`src/rtl/bg_tile_fetcher_if.sv`:
```
`default_nettype none
// ============================================================================
// bg_tile_fetcher_if : VRAM read path and pixel-FIFO push path of the fetcher
// Rev 1.0
// ============================================================================
interface bg_tile_fetcher_if;
  logic [12:0] ma_out;
  logic        vram_rd;
  logic [7:0]  md_in;
  logic        push;
  logic [7:0]  pix_lo;
  logic [7:0]  pix_hi;
  logic        fifo_ready;

  modport master (
    output ma_out, vram_rd, push, pix_lo, pix_hi,
    input  md_in, fifo_ready
  );

  modport slave (
    input  ma_out, vram_rd, push, pix_lo, pix_hi,
    output md_in, fifo_ready
  );
endinterface
`default_nettype wire

```
`src/rtl/bg_tile_fetcher.sv`:
```
`default_nettype none
// ============================================================================
// bg_tile_fetcher : PPU background/window tile fetch sequencer (map/lo/hi)
// Rev 1.0
// ============================================================================
module bg_tile_fetcher #(
  parameter logic [1:0] MAP_BASE_HI = 2'b11
) (
  input  wire logic         clk,
  input  wire logic         reset,
  input  wire logic         frame_start,
  input  wire logic         start,
  input  wire logic         win_start,
  input  wire logic         line_end,
  input  wire logic         bg_map_sel,
  input  wire logic         win_map_sel,
  input  wire logic         tile_data_sel,
  input  wire logic [7:0]   scx,
  input  wire logic [7:0]   scy,
  input  wire logic [7:0]   ly,
  bg_tile_fetcher_if.master bus,
  output logic              busy,
  output logic              win_active
);

  typedef enum logic [2:0] {
    S_IDLE = 3'd0,
    S_MAP0 = 3'd1,
    S_MAP1 = 3'd2,
    S_LO0  = 3'd3,
    S_LO1  = 3'd4,
    S_HI0  = 3'd5,
    S_HI1  = 3'd6,
    S_PUSH = 3'd7
  } state_t;

  state_t      state_q, state_d;
  logic [4:0]  tile_x_q, tile_x_d;
  logic [7:0]  tile_idx_q, tile_idx_d;
  logic [7:0]  lo_buf_q, lo_buf_d;
  logic [7:0]  pix_lo_q, pix_lo_d;
  logic [7:0]  pix_hi_q, pix_hi_d;
  logic [7:0]  wly_q, wly_d;
  logic [12:0] ma_q, ma_d;
  logic        vram_rd_q, vram_rd_d;
  logic        busy_q, busy_d;
  logic        win_active_q, win_active_d;

  logic [7:0]  bg_y;
  logic [2:0]  fine_y;
  logic [4:0]  map_row;
  logic [4:0]  map_col;
  logic        map_sel;
  logic [12:0] map_addr;
  logic [12:0] data_addr;

  // Sub-tile horizontal scroll is applied downstream by the pixel pipeline.
  logic scx_fine_unused;
  assign scx_fine_unused = ^scx[2:0];

  // Address generation: registers are sampled live in the first cycle of each
  // access and the result is held for the second cycle and while idle/pushing.
  always_comb begin
    bg_y      = ly + scy;
    fine_y    = win_active_q ? wly_q[2:0] : bg_y[2:0];
    map_row   = win_active_q ? wly_q[7:3] : bg_y[7:3];
    map_col   = win_active_q ? tile_x_q : (scx[7:3] + tile_x_q);
    map_sel   = win_active_q ? win_map_sel : bg_map_sel;
    map_addr  = {MAP_BASE_HI, map_sel, map_row, map_col};
    data_addr = {~(tile_data_sel | tile_idx_q[7]), tile_idx_q, fine_y, 1'b0};
    case (state_q)
      S_MAP0:  ma_d = map_addr;
      S_LO0:   ma_d = data_addr;
      S_HI0:   ma_d = data_addr | 13'd1;
      default: ma_d = ma_q;
    endcase
  end

  always_comb begin
    state_d      = state_q;
    tile_x_d     = tile_x_q;
    tile_idx_d   = tile_idx_q;
    lo_buf_d     = lo_buf_q;
    pix_lo_d     = pix_lo_q;
    pix_hi_d     = pix_hi_q;
    wly_d        = wly_q;
    win_active_d = win_active_q;

    case (state_q)
      S_IDLE: state_d = S_IDLE;
      S_MAP0: state_d = S_MAP1;
      S_MAP1: begin
        state_d    = S_LO0;
        tile_idx_d = bus.md_in;
      end
      S_LO0:  state_d = S_LO1;
      S_LO1: begin
        state_d  = S_HI0;
        lo_buf_d = bus.md_in;
      end
      S_HI0:  state_d = S_HI1;
      // High plane goes straight to the output register; no separate buffer.
      S_HI1: begin
        state_d  = S_PUSH;
        pix_lo_d = lo_buf_q;
        pix_hi_d = bus.md_in;
      end
      S_PUSH: begin
        if (bus.fifo_ready) begin
          state_d  = S_MAP0;
          tile_x_d = tile_x_q + 5'd1;
        end
      end
      default: state_d = S_IDLE;
    endcase

    if (line_end) begin
      state_d      = S_IDLE;
      tile_x_d     = 5'd0;
      win_active_d = 1'b0;
      if (win_active_q) begin
        wly_d = wly_q + 8'd1;
      end
    end else if (win_start && !win_active_q) begin
      state_d      = S_MAP0;
      tile_x_d     = 5'd0;
      win_active_d = 1'b1;
    end else if (start) begin
      state_d  = S_MAP0;
      tile_x_d = 5'd0;
    end

    if (frame_start) begin
      wly_d = 8'd0;
    end

    vram_rd_d = (state_d != S_IDLE) && (state_d != S_PUSH);
    busy_d    = (state_d != S_IDLE);
  end

  always_ff @(posedge clk) begin
    if (reset) begin
      state_q      <= S_IDLE;
      tile_x_q     <= 5'd0;
      tile_idx_q   <= 8'd0;
      lo_buf_q     <= 8'd0;
      pix_lo_q     <= 8'd0;
      pix_hi_q     <= 8'd0;
      wly_q        <= 8'd0;
      ma_q         <= 13'd0;
      vram_rd_q    <= 1'b0;
      busy_q       <= 1'b0;
      win_active_q <= 1'b0;
    end else begin
      state_q      <= state_d;
      tile_x_q     <= tile_x_d;
      tile_idx_q   <= tile_idx_d;
      lo_buf_q     <= lo_buf_d;
      pix_lo_q     <= pix_lo_d;
      pix_hi_q     <= pix_hi_d;
      wly_q        <= wly_d;
      ma_q         <= ma_d;
      vram_rd_q    <= vram_rd_d;
      busy_q       <= busy_d;
      win_active_q <= win_active_d;
    end
  end

  assign bus.ma_out  = ma_d;
  assign bus.vram_rd = vram_rd_q;
  assign bus.push    = (state_q == S_PUSH) && bus.fifo_ready;
  assign bus.pix_lo  = pix_lo_q;
  assign bus.pix_hi  = pix_hi_q;
  assign busy        = busy_q;
  assign win_active  = win_active_q;

endmodule
`default_nettype wire

```
`src/flat_wrapper.sv`:
```
// flat-port wrapper written by rule: the top's interface ports become plain ports
module bg_tile_fetcher_flat 
#(
  parameter logic [1:0] MAP_BASE_HI = 2'b11
)
  (clk, reset, frame_start, start, win_start, line_end, bg_map_sel, win_map_sel, tile_data_sel, scx, scy, ly, busy, win_active, bus_ma_out, bus_vram_rd, bus_push, bus_pix_lo, bus_pix_hi, bus_md_in, bus_fifo_ready);
  bg_tile_fetcher_if bus_i ();
  input  wire logic clk;
  input  wire logic reset;
  input  wire logic frame_start;
  input  wire logic start;
  input  wire logic win_start;
  input  wire logic line_end;
  input  wire logic bg_map_sel;
  input  wire logic win_map_sel;
  input  wire logic tile_data_sel;
  input  wire logic [7:0] scx;
  input  wire logic [7:0] scy;
  input  wire logic [7:0] ly;
  output logic busy;
  output logic win_active;
  output wire logic [$bits(bus_i.ma_out)-1:0] bus_ma_out;
  output wire logic [$bits(bus_i.vram_rd)-1:0] bus_vram_rd;
  output wire logic [$bits(bus_i.push)-1:0] bus_push;
  output wire logic [$bits(bus_i.pix_lo)-1:0] bus_pix_lo;
  output wire logic [$bits(bus_i.pix_hi)-1:0] bus_pix_hi;
  input wire logic [$bits(bus_i.md_in)-1:0] bus_md_in;
  input wire logic [$bits(bus_i.fifo_ready)-1:0] bus_fifo_ready;
  assign bus_ma_out = bus_i.ma_out;
  assign bus_vram_rd = bus_i.vram_rd;
  assign bus_push = bus_i.push;
  assign bus_pix_lo = bus_i.pix_lo;
  assign bus_pix_hi = bus_i.pix_hi;
  assign bus_i.md_in = bus_md_in;
  assign bus_i.fifo_ready = bus_fifo_ready;
  bg_tile_fetcher #(.MAP_BASE_HI(MAP_BASE_HI)) u_core (.clk(clk), .reset(reset), .frame_start(frame_start), .start(start), .win_start(win_start), .line_end(line_end), .bg_map_sel(bg_map_sel), .win_map_sel(win_map_sel), .tile_data_sel(tile_data_sel), .scx(scx), .scy(scy), .ly(ly), .bus(bus_i), .busy(busy), .win_active(win_active));
endmodule
```
`config.mk`:
```
export PLATFORM = sky130hd
export DESIGN_NAME = bg_tile_fetcher_flat
export DESIGN_NICKNAME = d
export VERILOG_FILES = /design/src/rtl/bg_tile_fetcher_if.sv /design/src/rtl/bg_tile_fetcher.sv /design/src/flat_wrapper.sv
export SDC_FILE = /design/constraint.sdc
export NUM_CORES = 1
export LEC_CHECK = 0
export BUFFER_PORTS_ARGS = -buffer_cell sky130_fd_sc_hd__buf_2
export CORE_MARGIN = 2
export CORE_UTILIZATION = 40
export CTS_CLUSTER_DIAMETER = 30
export DETAILED_ROUTE_END_ITERATION = 6
export GPL_TIMING_DRIVEN = 1
export PLACE_DENSITY_LB_ADDON = 0.1
export SETUP_SLACK_MARGIN = 0.02
export SYNTH_ARGS = -nofsm -noshare
export SYNTH_HDL_FRONTEND = slang
export SYNTH_SLANG_ARGS = --single-unit
```
`constraint.sdc`:
```
create_clock -name clk -period 3.1 [get_ports clk]
set_input_delay 0.775 -clock clk [delete_from_list [all_inputs] [get_ports clk]]
set_output_delay 0.775 -clock clk [all_outputs]
set_load 0.05 [all_outputs]
```
==> qor.csv <==
metric,value,unit
grt_usage,20.1,%
row_count,32,
hold_depth,2,
synth_top_family_by_area,simple AND/OR/NAND/NOR gates,
final.fill_count,762,
vias_per_cell,5.12,
synthArstFlopShare,0,%
cts.clk_slew.worst_paths,0.07,ns
core_region_area,0.00781,sq mm
dp_hpwl,6020,um
r2r-start,u_core.tile_x_q[0]$_SDFFE_PP0P_,
clock_tree.root_cell,clkbuf_8,
dieArea,0.00887,sq mm
cts_hold_buffers,0,
layout_commonest_cell,nand2_1,
seq_area,0.00128,sq mm
rsz0062_at_grt,yes,
ant_nets,0,
htreeDepth,3,
p_leak,0.00182,uW
yosysWarningCount,0,
synthAdderAreaFrac,6.54,%
synth_top_area_cell,dfxtp_1,
finalCritPeriodShare,102,%
slowest_stage,mux4_2,
slew_violations,0,
die_h,94.2,um
grt_pass1_wl,13700,um
cap_violations,0,
path_class,primary input to primary output,
cts_buffer_depth,2,
multiInputGateArea,0.00199,sq mm
gr-total-overflow,0,
hp-class,flip-flop to flip-flop,
min_period,3.15,ns
synth_top_cell_area_share,39.4,%
first_pass_iters,4,
layout_common_cells,"65 x nand2_1, 63 x dfxtp_1, 59 x buf_2, 44 x a21oi_1, 35 x nor2_1",
grt_max_degree,38,
end_kind,primary output,
first_iter_violations,126,
powerDensity,456,mW/mm^2
cp.arrival,2.37,ns
maxClockFrequency,318,MHz
tritoncts,yes,
yosys_register_bits,64,
synth_compound_area_share,18.8,%
ir_drop,0.268,mV
fin_util,55.9,%
setup_ws,-0.0489,ns
final_nets,544,
antenna_found_initial,0,
outcome,finished with violations,
cp_cell_sequence,buf_6 > ha_4 > inv_2 > fa_1 > inv_1 > mux4_2 > o22ai_4 > a21oi_2 > buf_6,
first_global_vias,2784,
synth_edf_count,0,
hp-start,u_core.lo_buf_q[5]$_SDFFE_PP0P_,
ys.flop_type,dfxtp_1,
critical-path-top-delay-family,adder cells,
drive_above_1_share,31.1,%
synth.distinct_cells,53,
setup_viol_count_final,1,
synthSimpleGateAreaFrac,21.8,%
cpMostUsedCell,buf_6,
finClkSkew,0.0116,ns
worstRegToRegCells,16,
yosys-top-cells-area,"dfxtp_1 39%, nand2_1 7.5%, a21oi_1 6.9%",
cp.depth,9,
synth_fp_nets,451,
hold_ws,0.447,ns
die_w,94.2,um
cts_sinks,64,
io_buffer_count,71,
slowest_delay,0.49,ns
synth_seq_area_share,39.4,%
startpoint_type,primary input,
cp_num_buf_inv,4,
cts_buffers,9,
num_antenna_cells,0,
reg2reg_to,u_core.ma_q[1]$_SDFF_PP0_,
area_delta_synth_final,34.3,%
post_drt_wl_per_cell,14.2,um
r2r_slack,0.30,ns
vias,3039,
violations,negative setup slack,
synthCells,394,
insertion_delay,0.34,ns
muxShareOfSynthArea,5.38,%
pre_cts_slack,-0.260,ns
route.detailed.drc,0,
final_hold_viol_count,0,
crit_required,2.32,ns
postSynthAreaPerCell,8.26,sq um
wl,8420,um
min_to,u_core.bus.pix_lo[5]$_SDFFE_PP0P_,
synthXorXnorAreaFrac,3.50,%
slew_headroom,42.4,%
worstPathMaxFanout,2,
worst_pin_slew,0.857,ns
gp_congestion,0.796,
syn_area,0.00325,sq mm
initial_core_util,41.7,%
pin_count,75,
sequential cells by signal (all words and copies together), names as in the netlist, 3 cells and up:
signal and flops:
u_core.lo_buf_q 8, u_core.tile_idx_q 8, u_core.bus.pix_hi 8, u_core.state_q 3
u_core.ma_q 13, u_core.bus.pix_lo 8, u_core.tile_x_q 5, u_core.wly_q 8
worst max path at each step:
stage	slack, ns	startpoint	end
floorplan	0.08	scx[3]	bus_ma_out[1]
global placement	-0.24	scy[1]	bus_ma_out[9]
detailed placement	-0.26	scy[1]	bus_ma_out[9]
CTS	-0.07	scx[3]	bus_ma_out[1]
global route	-0.11	scx[3]	bus_ma_out[1]
finish	-0.05	scx[3]	bus_ma_out[1]
cells in the mapped netlist (4+ instances only):
cell type / n
ha_1: 13
dfxtp_1: 64
or2_2: 5
nor2b_1: 7
inv_1: 14
or3_1: 4
nor3b_1: 4
clkbuf_1: 17
a31oi_1: 5
o21ai_0: 10
xor2_1: 8
o22a_1: 4
a21oi_1: 45
mux2i_1: 13
nor3_1: 4
nor2_1: 35
a21o_1: 4
xnor2_1: 5
nand3_1: 12
a32o_1: 5
nand2_1: 65
stage by stage:
stage	area, sq um	power (uW)	std cells	setup TNS [ns]
floorplan	3270	1050	394	0
global placement	3820	1140	567	-0.641
detailed placement	3820	1150	567	-0.708
CTS	4220	1980	591	-0.0713
global route	4370	2080	594	-0.134
finish	4370	1990	594	-0.0489
layout make-up:
type	count	share of cell area, %
Sequential cell	64	29.4
Clock inverter	7	2.18
Clock buffer	9	2.84
Multi-Input combinational cell	294	45.6
Tap cell	102	2.92
Inverter	14	1.20
Timing Repair Buffer	104	15.9
per-layer routing:
metal / vias to the layer above / track usage (%) / wire length [um]
li1: 1563 / - / -
met1: 1403 / 27.8 / 4120
met3: 4 / 4.65 / 394
met5: - / 0 / 0
met4: 0 / 6.88 / 69
met2: 69 / 30.7 / 3830
cell families after synthesis:
family | count (synthesis)
simple gates | 153
fa+ha+maj | 16
compound gates | 96
mux | 16
buf+inv | 36
flops | 64
xor+xnor | 13
power breakdown:
group	total (uW)	switching, uW	internal (uW)
Clock	797	343	454
Sequential	843	7.67	835
Combinational	352	200	152
tightest hold or removal path: stages, from the launching register on:
cell and delay (ns):
dfxtp_1 0.31, nand2_1 0.05, a21oi_1 0.05
repair_timing:
item | in CTS | in global routing
endpoints found under the setup margin | 7 | 7
pin swaps | 5 | 12
buffers inserted | 8 | 3
resized for setup | 29 | 26
Note: power is estimated with default switching activity, not from simulation.
